==> src/rtl/fetch_sequencer.sv <==
// Fetch-stage program counter sequencer: arbitrates EXE/WB redirects, applies
// decode stalls and instruction-memory wait, and raises pipeline flush pulses.
module fetch_sequencer #(
  parameter int           N            = 32,
  parameter logic [N-1:0] RESET_PC     = '0,
  parameter int           FLUSH_CYCLES = 2
) (
  input  logic         clk,
  input  logic         rst,
  input  logic         redirectExe,
  input  logic [N-1:0] pcExe,
  input  logic         redirectWb,
  input  logic [N-1:0] pcWb,
  input  logic         stallReq,
  input  logic         memReady,
  output logic [N-1:0] pcOut,
  output logic         fetchValid,
  output logic         flushDecode,
  output logic         flushExe,
  output logic [15:0]  redirectCnt
);

  localparam int FW = (FLUSH_CYCLES > 1) ? $clog2(FLUSH_CYCLES) : 1;

  typedef enum logic [1:0] {
    S_RUN,
    S_STALL,
    S_WAIT_MEM,
    S_FLUSH
  } state_e;

  state_e          state_q, state_d;
  logic [N-1:0]    pc_q, pc_d;
  logic            valid_q, valid_d;
  logic            flush_q, flush_d;
  logic [FW-1:0]   flush_cnt_q, flush_cnt_d;
  logic [15:0]     redir_cnt_q, redir_cnt_d;

  logic            redirect;
  logic [N-1:0]    target;
  logic [N-1:0]    pc_inc;

  assign redirect = redirectExe | redirectWb;
  assign target   = redirectExe ? pcExe : pcWb;
  assign pc_inc   = pc_q + N'(1);

  always_comb begin
    state_d     = state_q;
    pc_d        = pc_q;
    valid_d     = 1'b0;
    flush_d     = 1'b0;
    flush_cnt_d = flush_cnt_q;
    redir_cnt_d = redir_cnt_q;

    if (redirect) begin
      // A redirect wins in every state; a single-cycle window needs no FLUSH state.
      pc_d        = target;
      flush_d     = 1'b1;
      flush_cnt_d = FW'(FLUSH_CYCLES - 1);
      redir_cnt_d = (redir_cnt_q == 16'hFFFF) ? redir_cnt_q : redir_cnt_q + 16'd1;
      state_d     = (FLUSH_CYCLES > 1) ? S_FLUSH : S_RUN;
    end else begin
      unique case (state_q)
        S_RUN: begin
          if (stallReq) begin
            state_d = S_STALL;
          end else if (!memReady) begin
            state_d = S_WAIT_MEM;
          end else begin
            pc_d    = pc_inc;
            valid_d = 1'b1;
          end
        end
        S_STALL: begin
          if (!stallReq) state_d = S_RUN;
        end
        S_WAIT_MEM: begin
          if (stallReq) begin
            state_d = S_STALL;
          end else if (memReady) begin
            pc_d    = pc_inc;
            valid_d = 1'b1;
            state_d = S_RUN;
          end
        end
        S_FLUSH: begin
          // Stalls are ignored here: the squashed slots cannot carry a hazard.
          if (memReady) begin
            pc_d    = pc_inc;
            valid_d = 1'b1;
          end
          if (flush_cnt_q == '0) begin
            state_d = S_RUN;
          end else begin
            flush_d     = 1'b1;
            flush_cnt_d = flush_cnt_q - FW'(1);
          end
        end
        default: state_d = S_RUN;
      endcase
    end
  end

  always_ff @(posedge clk) begin
    if (rst) begin
      state_q     <= S_RUN;
      pc_q        <= RESET_PC;
      valid_q     <= 1'b0;
      flush_q     <= 1'b0;
      flush_cnt_q <= '0;
      redir_cnt_q <= '0;
    end else begin
      state_q     <= state_d;
      pc_q        <= pc_d;
      valid_q     <= valid_d;
      flush_q     <= flush_d;
      flush_cnt_q <= flush_cnt_d;
      redir_cnt_q <= redir_cnt_d;
    end
  end

  assign pcOut       = pc_q;
  assign fetchValid  = valid_q;
  assign flushDecode = flush_q;
  assign flushExe    = flush_q;
  assign redirectCnt = redir_cnt_q;

endmodule
==> config.mk <==
export PLATFORM = sky130hd
export DESIGN_NAME = fetch_sequencer
export DESIGN_NICKNAME = d
export VERILOG_FILES = /design/src/rtl/fetch_sequencer.sv
export SDC_FILE = /design/constraint.sdc
export NUM_CORES = 1
export LEC_CHECK = 0
export BUFFER_PORTS_ARGS = -buffer_cell sky130_fd_sc_hd__buf_4
export CAP_MARGIN = 20
export CELL_PAD_IN_SITES_DETAIL_PLACEMENT = 0
export CELL_PAD_IN_SITES_GLOBAL_PLACEMENT = 1
export CORE_MARGIN = 4
export CORE_UTILIZATION = 34
export DETAILED_ROUTE_END_ITERATION = 16
export PLACE_DENSITY = 0.88
export SLEW_MARGIN = 0
export SYNTH_ARGS = -nofsm -noshare
export SYNTH_HDL_FRONTEND = slang
export SYNTH_SLANG_ARGS = --single-unit
==> constraint.sdc <==
create_clock -name clk -period 2.47 [get_ports clk]
set_input_delay 0.247 -clock clk [delete_from_list [all_inputs] [get_ports clk]]
set_output_delay 0.247 -clock clk [all_outputs]
set_load 0.01 [all_outputs]
==> out/metrics.cfg <==
[clock_tree]
clk_pin_slew_worst_paths_ns = 0.10
cts_tree = built
cts_resized = 0
hold_buffers = 0
insertion_delay_ns = 0.31
clockBufferDepth = 2
htreeDepth = 2
post-cts-setup-buffers = 0
cts_buffers = 5
cts_root_buf = clkbuf_8
cts.sinks = 53

[yosys]
ys.flop_type = dfxtp_1
ys_types = 45
synth_seq_cells = 53
synth_common_cells = dfxtp_1 (53), nor2_1 (41), nand2_1 (37), nand3_1 (25), xnor2_1 (19)
yosysTopAreaCellShare_pct = 36.71
async_flop_share_pct = 0
ys_top_cells_by_area = dfxtp_1 (37%), xnor2_1 (5.8%), nor2_1 (5.3%), xor2_1 (5.2%), nand2_1 (4.8%)
syn_avg_cell_area_um2 = 8.006
ys_seq_area_share_pct = 36.71
yosysWarnings = 0
synth-edff-count = 0
syn_inst = 361
yosysMostFrequentCell = dfxtp_1
syn_area_um2 = 2890
syn_nets = 433
yosysTopAreaCell = dfxtp_1

[sta]
fmax_mhz = 479.5
clock_skew_ns = 0.01460
setup_viol = 0
slew_headroom_pct = 61.10
hold_viol = 0
post-route-period-util_pct = 84.44
min_period_ns = 2.086
rsz0062_at_grt = false
worst_pin_slew_ns = 0.5835
slew_violations = 0
finalSetupTns_ns = 0

[place]
io_buffers = 120
gp_congestion = 0.8911
dp_hpwl_mm = 7.164

[global_routing]
grt_pass1_vias = 3106
antenna_found_initial = 0
gr-usage-all-layers_pct = 18.63
grt_pass1_wl_mm = 15.21
gr-total-overflow = 0
grt_max_degree = 56

[power_and_ir_drop]
p_int_mw = 1.327
combPwrFrac_pct = 20.7
pwr_density_cell_nw_per_um2 = 462.6
p_total_mw = 1.843
leakage_nw = 1.612
pwr-share-seq_pct = 51.9
power_switching_mw = 0.5157
p_sw_share_pct = 27.98
irDropWorstVdd_mv = 0.2175
power.share.clock_pct = 27.3

[hold_path]
hp-class = primary input to register
hold-path-endpoint = pcOut[24]
whs_path_depth = 3
min_from = pcWb[24]

[critical_path]
ff2ff_path_depth = 6
crit_type = register to register
r2r_start = pcOut[2]
worstPathArrival_ns = 2.26
r2r-end = pcOut[23]
cp_max_fo = 9
setup.worst_path.start_class = register
cp-end-kind = register
required_ns = 2.64
ff2ff_setup_slack_ns = 0.38

[layout]
drive_above_1_share_pct = 29.20
antennaDiodeCount = 0
layout.area.seq_um2 = 1061
fin_nets = 548
multi_input_area_um2 = 1733
syn_to_final_growth_pct = 37.84
fill_cells = 820
post-route-util_pct = 48.24

[drt]
drc = 0
vias = 3069
ant_nets = 0
vias_per_cell = 5.282
drt-total-wl_mm = 9.418
drt-pass1-iter-count = 4
wl_per_cell_um = 16.21
drtIter0Drc = 185

[run]
drv_cap = 0

[floorplan]
ios = 121
fp.dieW_um = 100.2
core-area_um2 = 8258
die_area_um2 = 10040
die_y_um = 100.2
rows = 33
start_util_pct = 35.00

[outcome]
outcome = finished clean

[layout make-up]
cell class | count | area share (%)
inverters | 6 | 0.5653
flip-flops and latches | 53 | 26.63
clock inverters | 1 | 0.1884
multi-input cells | 284 | 43.50
well taps | 105 | 3.298
clock buffers | 6 | 2.073
repair buffers | 126 | 23.74
[how the worst max path moves through the flow]
stage / slack, ns / startpoint / endpoint
floorplan: 0.51 / pcOut[2] / pcOut[23]
global placement: 0.46 / pcOut[2] / pcOut[23]
detailed placement: 0.39 / pcOut[2] / pcOut[23]
CTS: 0.39 / pcOut[2] / pcOut[23]
global route: 0.26 / pcOut[2] / pcOut[23]
finish: 0.38 / pcOut[2] / pcOut[23]
[layer usage]
| metal | track usage [%] | vias to the layer above | wire [um] |
|---|---|---|---|
| met5 | 0 | - | 0 |
| met4 | 4.663 | 0 | 98 |
| met3 | 4.517 | 12 | 797 |
| met2 | 30.58 | 96 | 4355 |
| met1 | 24.59 | 1407 | 4167 |
| li1 | - | 1554 | - |
[kinds of logic after synthesis]
group                    synth area share [%]
AO/OA/AOI/OAI                           19.65
XOR/XNOR                                10.91
adder cells (fa/ha/maj)                0.8657
buffers and inverters                   3.333
flip-flops                              36.71
multiplexers                            1.732
AND/OR/NAND/NOR                         26.80
[critical path, cell delays in order, from the launching register on]
cell and delay, ns:
dfxtp_1 0.46, and4_4 0.29, and3_4 0.21, nand2_2 0.12
or4_1 0.49, a222oi_1 0.30, a2111oi_0 0.10
[cells in the final DEF (no fill, tap or decap), types with 8 or more instances in the layout]
master | Yosys | final
buf_4 | 1 | 126
dfxtp_1 | 53 | 53
nor2_1 | 41 | 41
nand2_1 | 37 | 37
nand3_1 | 25 | 25
xnor2_1 | 19 | 19
a21oi_1 | 17 | 17
xor2_1 | 17 | 17
o22ai_1 | 17 | 17
a22oi_1 | 12 | 12
nand4_1 | 11 | 11
nor3_1 | 11 | 11
o21ai_0 | 9 | 9
a211oi_1 | 8 | 8
[sequential cells by signal, summed over array words and instances, names as in the netlist]
signal / flops
fetchValid: 1
flushDecode: 1
flush_cnt_q: 1
pcOut: 32
redirectCnt: 16
state_q: 2
[power groups by stage]
| stage | Sequential (mW) | Combinational [mW] | Clock [mW] |
|---|---|---|---|
| after floorplan | 0.986 | 0.160 | 0 |
| after detailed placement | 0.976 | 0.384 | 0 |
| final | 0.957 | 0.382 | 0.503 |
| after global routing | 0.965 | 0.420 | 0.549 |
| after global placement | 0.973 | 0.380 | 0 |
| after CTS | 0.957 | 0.386 | 0.520 |
[stage by stage]
step / area, um^2 / cells / hold WS (ns) / setup slack [ns]
floorplan: 2890 / 361 / 0.3875 / 0.5087
global placement: 3894 / 574 / 0.4734 / 0.4602
detailed placement: 3894 / 574 / 0.4866 / 0.3896
CTS: 3984 / 581 / 0.1717 / 0.3932
global route: 3984 / 581 / 0.1833 / 0.2552
finish: 3984 / 581 / 0.1759 / 0.3843
(Power assumes the default switching activity.)
